<file path="src/rtl/wbp_arbiter2.sv">
// wbp_arbiter2: two-master round-robin arbiter for one Wishbone pipelined port.
// The grant is registered and held for the whole bus cycle (CYC). Request and
// response paths are combinational muxes, so they add no latency.
//
// Optional feature, selected by the macro WBARB_TIMEOUT_EN:
//   defined   - an LGTIMEOUT-bit watchdog ends a bus cycle whose slave never
//               answers. The owner gets a one-cycle err and loses the grant.
//   undefined - no watchdog. A hung slave keeps the grant, and errors come
//               only from i_merr.
//
// Handshake: a request beat transfers on a cycle with o_mstb=1 and
// i_mstall=0. Each accepted beat is answered later by exactly one
// i_mack or i_merr while o_mcyc stays high. Dropping CYC abandons any
// answers still outstanding.
//
// dbg_grant exposes the grant state (0 idle, 1 master A, 2 master B).
module wbp_arbiter2 #(
    parameter int AW        = 12,
    parameter int DW        = 32,
    parameter int LGTIMEOUT = 8
) (
    input  logic            i_clk,
    input  logic            i_reset,
    // master A
    input  logic            i_acyc,
    input  logic            i_astb,
    input  logic            i_awe,
    input  logic [AW-1:0]   i_aaddr,
    input  logic [DW-1:0]   i_adata,
    input  logic [DW/8-1:0] i_asel,
    output logic            o_astall,
    output logic            o_aack,
    output logic            o_aerr,
    output logic [DW-1:0]   o_adata,
    // master B
    input  logic            i_bcyc,
    input  logic            i_bstb,
    input  logic            i_bwe,
    input  logic [AW-1:0]   i_baddr,
    input  logic [DW-1:0]   i_bdata,
    input  logic [DW/8-1:0] i_bsel,
    output logic            o_bstall,
    output logic            o_back,
    output logic            o_berr,
    output logic [DW-1:0]   o_bdata,
    // downstream
    output logic            o_mcyc,
    output logic            o_mstb,
    output logic            o_mwe,
    output logic [AW-1:0]   o_maddr,
    output logic [DW-1:0]   o_mdata,
    output logic [DW/8-1:0] o_msel,
    input  logic            i_mstall,
    input  logic            i_mack,
    input  logic            i_merr,
    input  logic [DW-1:0]   i_mdata,
    // grant state, for observation only
    output logic [1:0]      dbg_grant
);

    typedef enum logic [1:0] {
        IDLE = 2'd0,
        GA   = 2'd1,
        GB   = 2'd2
    } grant_t;

    // r_last: 0 = A owned the bus most recently, 1 = B did.
    grant_t r_grant;
    logic   r_last;
    // r_fresh is high on the first cycle of a new grant. No legitimate answer
    // can arrive then, since the new owner's first strobe is only now on the
    // bus; anything seen is a late answer left over from an aborted cycle.
    logic   r_fresh;

    logic   timeout;
    logic   lock_a;
    logic   lock_b;
    logic   req_a;
    logic   req_b;
    logic   a_own;
    logic   b_own;
    logic   own_cyc;
    logic   own_stb;
    logic   resp_ok;

    // A master locked out by a timeout is ignored until it drops CYC.
    assign req_a = i_acyc && !lock_a;
    assign req_b = i_bcyc && !lock_b;

    // Round-robin choice among the current requests.
    function automatic grant_t pick(input logic ra, input logic rb, input logic last);
        grant_t g;
        if (ra && !rb)
            g = GA;
        else if (rb && !ra)
            g = GB;
        else if (ra && rb)
            g = last ? GA : GB;
        else
            g = IDLE;
        return g;
    endfunction

    // Grant FSM: arbitrate from IDLE, hold while the owner keeps CYC, and
    // hand straight over to the other master when the owner lets go.
    always_ff @(posedge i_clk) begin
        if (i_reset) begin
            r_grant <= IDLE;
            r_last  <= 1'b1;
            r_fresh <= 1'b0;
        end else begin
            r_fresh <= 1'b0;
            case (r_grant)
                IDLE: begin
                    r_grant <= pick(req_a, req_b, r_last);
                    r_fresh <= (pick(req_a, req_b, r_last) != IDLE);
                end
                GA: begin
                    if (timeout) begin
                        r_grant <= IDLE;
                        r_last  <= 1'b0;
                    end else if (!i_acyc) begin
                        r_last  <= 1'b0;
                        r_grant <= req_b ? GB : IDLE;
                        r_fresh <= req_b;
                    end
                end
                GB: begin
                    if (timeout) begin
                        r_grant <= IDLE;
                        r_last  <= 1'b1;
                    end else if (!i_bcyc) begin
                        r_last  <= 1'b1;
                        r_grant <= req_a ? GA : IDLE;
                        r_fresh <= req_a;
                    end
                end
                default: begin
                    r_grant <= IDLE;
                end
            endcase
        end
    end

    assign dbg_grant = r_grant;
    assign a_own     = (r_grant == GA);
    assign b_own     = (r_grant == GB);

`ifdef WBARB_TIMEOUT_EN
    logic [LGTIMEOUT-1:0] r_count;

    // Watchdog fires when the counter has saturated while someone owns the bus.
    assign timeout = (r_grant != IDLE) && (&r_count);

    // Count bus-cycle clocks without an answer; saturate at all-ones.
    always_ff @(posedge i_clk) begin
        if (i_reset || !o_mcyc || i_mack || i_merr)
            r_count <= '0;
        else if (!(&r_count))
            r_count <= r_count + 1'b1;
    end

    // Lock out a timed-out owner until it drops CYC.
    always_ff @(posedge i_clk) begin
        if (i_reset) begin
            lock_a <= 1'b0;
            lock_b <= 1'b0;
        end else begin
            lock_a <= (timeout && a_own) ? i_acyc : (lock_a && i_acyc);
            lock_b <= (timeout && b_own) ? i_bcyc : (lock_b && i_bcyc);
        end
    end
`else
    // Without the watchdog LGTIMEOUT has nothing to size; this is constant 0.
    assign timeout = (LGTIMEOUT < 0);
    assign lock_a  = 1'b0;
    assign lock_b  = 1'b0;
`endif

    // Downstream request mux: everything comes from the owner, zeros in IDLE.
    always_comb begin
        own_cyc = 1'b0;
        own_stb = 1'b0;
        o_mwe   = 1'b0;
        o_maddr = '0;
        o_mdata = '0;
        o_msel  = '0;
        case (r_grant)
            GA: begin
                own_cyc = i_acyc;
                own_stb = i_astb;
                o_mwe   = i_awe;
                o_maddr = i_aaddr;
                o_mdata = i_adata;
                o_msel  = i_asel;
            end
            GB: begin
                own_cyc = i_bcyc;
                own_stb = i_bstb;
                o_mwe   = i_bwe;
                o_maddr = i_baddr;
                o_mdata = i_bdata;
                o_msel  = i_bsel;
            end
            default: begin
                own_cyc = 1'b0;
            end
        endcase
    end

    // The watchdog pulls CYC low on its firing cycle; the grant is IDLE after.
    assign o_mcyc  = own_cyc && !timeout;
    assign o_mstb  = own_stb && o_mcyc;

    // Answers are passed on only inside a live, already-established cycle.
    assign resp_ok = o_mcyc && !r_fresh;

    // Response routing: the owner sees the slave, the other master waits.
    assign o_astall = a_own ? i_mstall : 1'b1;
    assign o_bstall = b_own ? i_mstall : 1'b1;
    assign o_aack   = a_own && i_mack && resp_ok;
    assign o_back   = b_own && i_mack && resp_ok;
    assign o_aerr   = a_own && ((i_merr && resp_ok) || timeout);
    assign o_berr   = b_own && ((i_merr && resp_ok) || timeout);
    assign o_adata  = i_mdata;
    assign o_bdata  = i_mdata;

endmodule

</file>
<file path="config.mk">
export PLATFORM = sky130hd
export DESIGN_NAME = wbp_arbiter2
export DESIGN_NICKNAME = d
export VERILOG_FILES = /design/src/rtl/wbp_arbiter2.sv
export SDC_FILE = /design/constraint.sdc
export NUM_CORES = 1
export LEC_CHECK = 0
export ABC_AREA = 0
export BUFFER_PORTS_ARGS = -buffer_cell sky130_fd_sc_hd__buf_2
export CAP_MARGIN = 20
export CORE_AREA = 2 2 102 104
export DETAILED_ROUTE_END_ITERATION = 10
export DIE_AREA = 0 0 104 106
export GPL_ROUTABILITY_DRIVEN = 1
export PLACE_DENSITY_LB_ADDON = 0.05
export SYNTH_ARGS = -nofsm -noshare
export SYNTH_HDL_FRONTEND = slang
export SYNTH_SLANG_ARGS = --single-unit
</file>
<file path="constraint.sdc">
create_clock -name i_clk -period 2.2 [get_ports i_clk]
set_input_delay 0 -clock i_clk [delete_from_list [all_inputs] [get_ports i_clk]]
set_output_delay 0 -clock i_clk [all_outputs]
set_load 0.03 [all_outputs]
</file>
==> Word-level counts from Yosys, hierarchy flattened <==
Cells that the tools add are included.
{ "totals": {"regBits": 4, "out_inout_bits": 123, "elab_cells": 52, "in_bits": 139} }
{ "op_classes": {"n_mux": 25, "n_eq_ne": 4, "reduce_logical": 20} }
{ "op_table": {"columns": ["cell", "count"], "rows": [
  ["32-bit one-hot mux with 2 select lines", 1],
  ["12-bit one-hot mux with 2 select lines", 1],
  ["2-bit two-way mux", 9],
  ["1-bit logical AND", 12],
  ["1-bit one-hot mux with 2 select lines", 4],
  ["4-bit one-hot mux with 2 select lines", 1],
  ["1-bit two-way mux", 7],
  ["2-bit one-hot mux with 3 select lines", 1],
  ["2-bit != test, second input constant", 2],
  ["2-bit nonzero test", 2],
  ["1-bit zero test", 3],
  ["1-bit one-hot mux with 3 select lines", 1],
  ["3-bit AND reduction", 1],
  ["2-bit by 1-bit == test with 1-bit output, second input constant", 1],
  ["2-bit == test, second input constant", 1],
  ["2-bit zero test", 1],
  ["2-bit AND reduction", 1]
]} }

==> Logic depth before layout (Yosys ltp) <==
Gate-level depths: netlist of the first run.
{ "logic_depth": {"ltp_word": 8, "depth_mapped": 6, "mapped_depth_nobuf": 5} }

==> Worst setup path after synthesis of the first run <==
Ideal clock, no wire load.
{ "synth_timing": {"path_type": "register to output", "from": "reg r_grant[0], in the netlist dbg_grant[0]", "to": "out o_mstb", "path_buffers": 1, "slack_ps": 212, "required_time_ps": 2200, "stages_incl_launch_ff": 6, "arrival_ps": 1988, "cell_sequence": "dfxtp_1 > inv_1 > ha_1 > clkbuf_1 > and2_2 > nor2b_1"} }
{ "synth_between": {"elab_chain_cells": 3, "elab_cells_between_ends": 5, "classes_between": "eq/ne: 2; mux: 2; reduce/logical: 1"} }
{ "synth_rtl": {"columns": ["item", "line_no", "source"], "rows": [
  ["start: declaration", "68", "grant_t r_grant;"],
  ["start signal: assignment", "115", "r_grant <= pick(req_a, req_b, r_last);"],
  ["start signal: assignment", "124", "r_grant <= req_b ? GB : IDLE;"],
  ["start signal: assignment", "134", "r_grant <= req_a ? GA : IDLE;"],
  ["2-bit == test / 2-bit by 1-bit == test with 1-bit output (equally long branches)", "188", "case (r_grant)"],
  ["1-bit one-hot mux with 2 select lines (*)", "188", null],
  ["net o_mcyc", "47", "output logic o_mcyc,"],
  ["1-bit logical AND (*)", "213", "assign o_mstb = own_stb && o_mcyc;"],
  ["end: declaration", "48", "output logic o_mstb,"]
]} }
Mark *: on every way through the listed nets, which the timed path passes. The rest lies on a longest branch.

==> Worst setup path after layout of the first run <==
{ "layout_timing": {"from": "reg r_grant[1], in the netlist dbg_grant[1]", "to": "out o_mdata[6]"} }
{ "layout_between": {"elab_chain_cells": 2, "elab_cells_between_ends": 3, "classes_between": "eq/ne: 2; mux: 1"} }
{ "layout_rtl": {"columns": ["item", "line_no", "source"], "rows": [
  ["2-bit == test / 2-bit by 1-bit == test with 1-bit output (equally long branches)", "188", null],
  ["32-bit one-hot mux with 2 select lines (*)", "188", null],
  ["end: declaration", "51", "output logic [DW-1:0] o_mdata,"]
]} }
Mark *: on every way between the ends. The rest lies on a longest branch, timed or not.

==> reports/metrics.sh, run 1 <==
CTS-ROOT-BUF='clkbuf_8'
CTS_TREE='done'
CORE_AREA_MM2=0.01000
POWER.SHARE.SEQUENTIAL=0.102
POSTCTSRESIZEDCELLS=0
SYN_NETS=362
YS_SEQ_AREA_FRAC=0.05079
NUMCTSBUFFERS=3
DETAIL_ROUTE.WIRELENGTH_MM=6.223
WORSTPATHREQUIRED_PS=2200
POST-DP-HPWL_MM=4.955
DRT-VIAS-PER-INSTANCE=4.151
FINALCOREUTILIZATION=0.2132
INITIAL_CORE_UTIL=0.1577
LEADING_POST_SYNTHESIS_CELLS_BY_INSTANCE_COUNT='64 x buf_4, 51 x a22oi_1, 51 x nor2b_1'
LARGEST_NET_DEGREE_AT_THE_START_OF_GLOBAL_ROUTING=29
POWER.NET_SWITCHING_uW=412.1
FIRST_GLOBAL_VIAS=1854
POWER_PER_CELL_AREA_mW_PER_MM2=415.6
WORST_HOLD_PATH_TYPE='input port to primary output'
DOMINANTREGCELLSYNTH='dfxtp_1'
SHARE_COMB_OF_TOTAL_POWER=0.717
YOSYS.CELL_TYPES.COUNT=22
POST-LAYOUT-TOTAL-POWER_uW=886.1
TOP_LEVEL_PORTS=262
MAX-SLEW-MARGIN-REL=0.7074
SYNTHESIS.INSTANCES=219
HOLD_BUFFERS=0
CLOCK_SINK_COUNT=4
POST-ROUTE-PERIOD-UTIL=0.8894
ANTENNA_FOUND_INITIAL=2
MAPPEDNETLISTAREA_MM2=0.001577
RUN_STATUS='finished, final reports clean'
FP.DIEH_UM=106
INTERNAL-POWER_uW=473.9
PLACEMENT.SETUP.WORST_SLACK_PS=374.7
POWER_LEAKAGE_nW=1.039
SETUP.WORST_PATH.START_CLASS='flip-flop'
CLK_LATENCY_PS=220
SHARE_CLK_OF_TOTAL_POWER=0.181
WORST_IR_DROP_VDD_mV=0.1608
TIMING.FINAL.HOLD_VIOLATIONS=0
TIMING_WORST_SETUP_PATH_TYPE='flip-flop to primary output'
ACHIEVABLE-FREQUENCY_GHz=0.5111
IO_BUFFER_COUNT=165
DRV_SLEW=0
ROUTE.DETAILED.WL_PER_INST_UM=13.83
PLACEMENTROWS=37
GPL.FINAL_WEIGHTED_CONGESTION=0.6737
FLOORPLAN.DIE.WIDTH_UM=104
ANTENNA_VIOLATING_NETS_POST_ROUTE=0
PLACED_CELLS=446
TNS_PS=0
FINALCRITICALPERIOD_PS=1957
CLOCK_SKEW_PS=1.449
WORST_PIN_SLEW_PS=439.0
YOSYSWARNINGCOUNT=0
CP-END-KIND='primary output'
TIMING.MAX_CAP.VIOLATIONS=0
LAYOUT_SETUP_WS_PS=243.4
DESIGN.DIE.AREA_MM2=0.01102
FINALSETUPVIOLCOUNT=0
SYNTH_TOP_CELL_AREA_SHARE=0.3048
GRT_FIRST_PASS_WIRELENGTH_MM=9.211
POSTCTSSETUPBUFFERS=0
SYNTHESIS_STAGE_REGISTER_BIT_COUNT=4
TIMING.CRITICAL_PATH.FANOUT_MAX=22
DR.PASS1.ITERS=4
GLOBAL_ROUTE.USAGE.TOTAL=0.1020
NETLIST.TOP_CELL.BY_AREA='buf_4'
WORST_HOLD_SLACK_PS=0.01631
AREA_DELTA_SYNTH_FINAL_PCT=35.24
POST_SYNTH_MAIN_AREA_CONTRIBUTORS='buf_4 30%, a22oi_1 24%, nor2b_1 20%, dfxtp_1 5.1%, ha_1 3.2%'
SYNTHMOSTINSTANTIATEDCELL='buf_4'
DETAILROUTE.VIA_COUNT=1868
PATH_CLK_SLEW_PS=30
GRT_OVERFLOW_TOTAL=0
FINAL_NET_COUNT=458
SYNTH-EDFF-COUNT=0
POSTSYNTH.ASYNCRESETSHARE=0
CLK_PATH_BUF_DEPTH=2
H-TREE-DEPTH=1
CP.ARRIVAL_PS=1960
AVGSYNTHCELLAREA_UM2=7.199
DRIVE_GT1_FRAC=0.5751
PLACE_AREA_MM2=0.002076
DRT-INITIAL-DRC-COUNT=101
RSZ0062_AT_GRT='no'
FINAL_CELLS=450
FINAL_DESIGN_AREA_NO_FILL_MM2=0.002132
POWER.SWITCHING_FRACTION=0.4651
DETAIL_ROUTE.DRC_VIOLATIONS=0
-- worst paths after layout --
path           startpoint      endpoint  slack (ps)  cells past startpoint
max          dbg_grant[1]    o_mdata[6]         240                      6
min           i_mdata[23]   o_adata[23]        0.02                      0
max reg2reg  dbg_grant[1]  dbg_grant[1]         430                      5
min reg2reg        r_last        r_last         520                      1
-- cell type report --
class	count	area, um2
well taps	136	170.2
multi-input cells	132	952.2
repair buffers	172	878.3
fillers	1170	7868
clock buffers	3	41.29
flip-flops and latches	4	80.08
inverters	2	7.507
diodes	1	2.502
-- registers in the layout, indices dropped and copies added (netlist names) --
signal	flops
r_last	1
dbg_grant	2
r_fresh	1
-- cell families (layout without fill, tap and decap cells) --
kind of cell / after synthesis / in the layout / synth area share
AO/OA/AOI/OAI: 62 / 62 / 0.2897
flip-flops: 4 / 4 / 0.05080
adder cells (fa/ha/maj): 4 / 4 / 0.03175
buffers and inverters: 83 / 177 / 0.3563
AND/OR/NAND/NOR: 66 / 66 / 0.2714
other: 0 / 1 / 0
-- metal layers --
layer / track usage / up-vias / routed length, um
li1: - / 899 / -
met1: 0.09587 / 839 / 2084
met2: 0.2091 / 103 / 3393
met3: 0.02207 / 25 / 527
met4: 0.04440 / 2 / 204
met5: 0 / - / 13
-- placed cells by master (no fill, tap or decap) --
cell      netlist  final
a22oi_1        51     51
clkbuf_8        0      3
diode_2         0      1
nor2b_1        51     51
dfxtp_1         4      4
nor4bb_1        2      2
o21ai_0         2      2
nand2b_1        2      2
ha_4            0      1
and2_2          1      1
ha_2            0      2
and2_1          4      4
a211oi_1        1      1
a221o_1         1      1
buf_2           8    165
a21oi_1         4      4
nand2_1         2      2
o32ai_1         2      2
or2b_1          1      1
and2b_2         1      1
ha_1            4      1
a22o_1          1      1
inv_1           2      2
buf_4          64      7
or4b_1          2      2
-- power groups by stage --
stage | logic [mW] | registers (mW) | clock network (mW)
2_1_floorplan | 0.613 | 0.0971 | 0
3_3_place_gp | 0.653 | 0.0908 | 0
3_5_place_dp | 0.642 | 0.0907 | 0
4_1_cts | 0.643 | 0.0896 | 0.164
5_1_grt | 0.701 | 0.0911 | 0.163
6_report | 0.635 | 0.0902 | 0.160
-- worst max-delay path, cell delays in order (launching register included) --
cell	delay, ps
dfxtp_1	340
inv_1	120
ha_2	470
buf_4	340
a22oi_1	100
nor2b_1	130
buf_2	220
No activity file was read; power rests on OpenSTA's default activity.
==> run 2: changes to the inputs <==
==> constraint.sdc (replaced) <==
create_clock -name i_clk -period 2.2 [get_ports i_clk]
set_input_delay 0.11 -clock i_clk [delete_from_list [all_inputs] [get_ports i_clk]]
set_output_delay 0.11 -clock i_clk [all_outputs]
set_load 0.03 [all_outputs]
==> reports/metrics.sh, run 2 (synthesis results as in run 1) <==
RUN_STATUS='finished, final reports clean'
TNS_PS=0
CP.ARRIVAL_PS=1860
RSZ0062_AT_GRT='no'
DRT-VIAS-PER-INSTANCE=4.104
LAYOUT_SETUP_WS_PS=234.1
GRT_OVERFLOW_TOTAL=0
ANTENNA_FOUND_INITIAL=0
FINAL_DESIGN_AREA_NO_FILL_MM2=0.002127
HOLD_BUFFERS=0
WORST_HOLD_PATH_TYPE='input port to flip-flop'
ROUTE.DETAILED.WL_PER_INST_UM=13.58
TIMING.CRITICAL_PATH.FANOUT_MAX=27
CLK_LATENCY_PS=220
SETUP.WORST_PATH.START_CLASS='flip-flop'
CLOCK_SKEW_PS=5.500
GPL.FINAL_WEIGHTED_CONGESTION=0.6843
TIMING.FINAL.HOLD_VIOLATIONS=0
FIRST_GLOBAL_VIAS=1844
POWER_PER_CELL_AREA_mW_PER_MM2=414.7
IO_BUFFER_COUNT=165
POWER_LEAKAGE_nW=1.042
FP.DIEH_UM=106
PATH_CLK_SLEW_PS=40
DRIVE_GT1_FRAC=0.5764
CTS-ROOT-BUF='clkbuf_8'
LEADING_CELL_TYPES_IN_THE_LAYOUT_FILL_AND_TAPS_EXCLUDED='165 x buf_2, 51 x a22oi_1, 51 x nor2b_1'
NUM_ANTENNA_CELLS=0
POST-LAYOUT-TOTAL-POWER_uW=882.1
DETAIL_ROUTE.WIRELENGTH_MM=6.112
WORSTPATHREQUIRED_PS=2090
TOP_LEVEL_PORTS=262
ANTENNA_VIOLATING_NETS_POST_ROUTE=0
H-TREE-DEPTH=1
POSTCTSRESIZEDCELLS=0
CLK_PATH_BUF_DEPTH=2
GLOBAL_ROUTE.USAGE.TOTAL=0.1027
PLACEMENTROWS=37
POST-ROUTE-PERIOD-UTIL=0.8936
WORST_IR_DROP_VDD_mV=0.1167
MOSTFREQUENTLAYOUTCELL='buf_2'
FINALSETUPVIOLCOUNT=0
AREA_DELTA_SYNTH_FINAL_PCT=34.92
NUMCTSBUFFERS=3
CORE_AREA_MM2=0.01000
LARGEST_REG_FLOPS=2
DETAIL_ROUTE.DRC_VIOLATIONS=0
TIMING.MAX_CAP.VIOLATIONS=0
FINALCRITICALPERIOD_PS=1966
TIMING_WORST_SETUP_PATH_TYPE='flip-flop to primary output'
LARGEST_NET_DEGREE_AT_THE_START_OF_GLOBAL_ROUTING=31
ACHIEVABLE-FREQUENCY_GHz=0.5087
DRT-INITIAL-DRC-COUNT=85
CTS_TREE='done'
FLOORPLAN.DIE.WIDTH_UM=104
GRT_FIRST_PASS_WIRELENGTH_MM=9.232
DRV_SLEW=0
DETAILROUTE.VIA_COUNT=1847
INITIAL_CORE_UTIL=0.1577
DR.PASS1.ITERS=4
MAX-SLEW-MARGIN-REL=0.7598
PLACE_AREA_MM2=0.002083
FINAL_NET_COUNT=459
DESIGN.DIE.AREA_MM2=0.01102
CP-END-KIND='primary output'
CLOCK_SINK_COUNT=4
PLACEMENT.SETUP.WORST_SLACK_PS=343.0
WORST_PIN_SLEW_PS=360.3
POST-DP-HPWL_MM=4.978
POSTCTSSETUPBUFFERS=0
## run 2: where the power goes
| group | total (mW) | internal [mW] | switching (mW) |
|---|---|---|---|
| logic | 0.634 | 0.272 | 0.362 |
| registers | 0.0899 | 0.0820 | 0.00784 |
| clock network | 0.158 | 0.117 | 0.0415 |
## run 2: routing by layer
layer / wire, um / global-route usage / vias up
met4: 210 / 0.04537 / 0
met3: 475 / 0.01778 / 23
met2: 3336 / 0.2096 / 111
li1: - / - / 896
met5: 0 / 0 / -
met1: 2090 / 0.09985 / 817
## run 2: critical path, cell delays in order, from the launching register on
cell	delay (ps)
dfxtp_1	370
inv_1	90
ha_2	470
buf_4	300
nor2b_1	170
buf_2	210
## run 2: area by class of cell
type	count	area, um2
timing repair buffer	173	885.9
sequential	4	80.08
inverter	2	7.507
fill	1200	7873
tap	136	170.2
multi-input combinational	132	942.2
clock buffer	3	41.29
## run 2: metrics by stage
stage	util	std cells	hold slack, ps
floorplan	-	219	182.8
global placement	0.2083	447	220.3
detailed placement	0.2083	447	220.3
CTS	0.2125	450	153.1
global route	0.2127	450	171.7
finish	0.2127	450	154.0
## run 2: path summary, 6_finish.rpt
| path | start | slack [ps] | cells after the start | endpoint |
|---|---|---|---|---|
| setup / recovery | dbg_grant[1] | 230 | 5 | o_mdata[9] |
| hold / removal | i_reset | 150 | 2 | r_fresh |
| setup reg to reg | dbg_grant[0] | 550 | 5 | dbg_grant[0] |
| hold reg to reg | r_last | 510 | 1 | r_last |
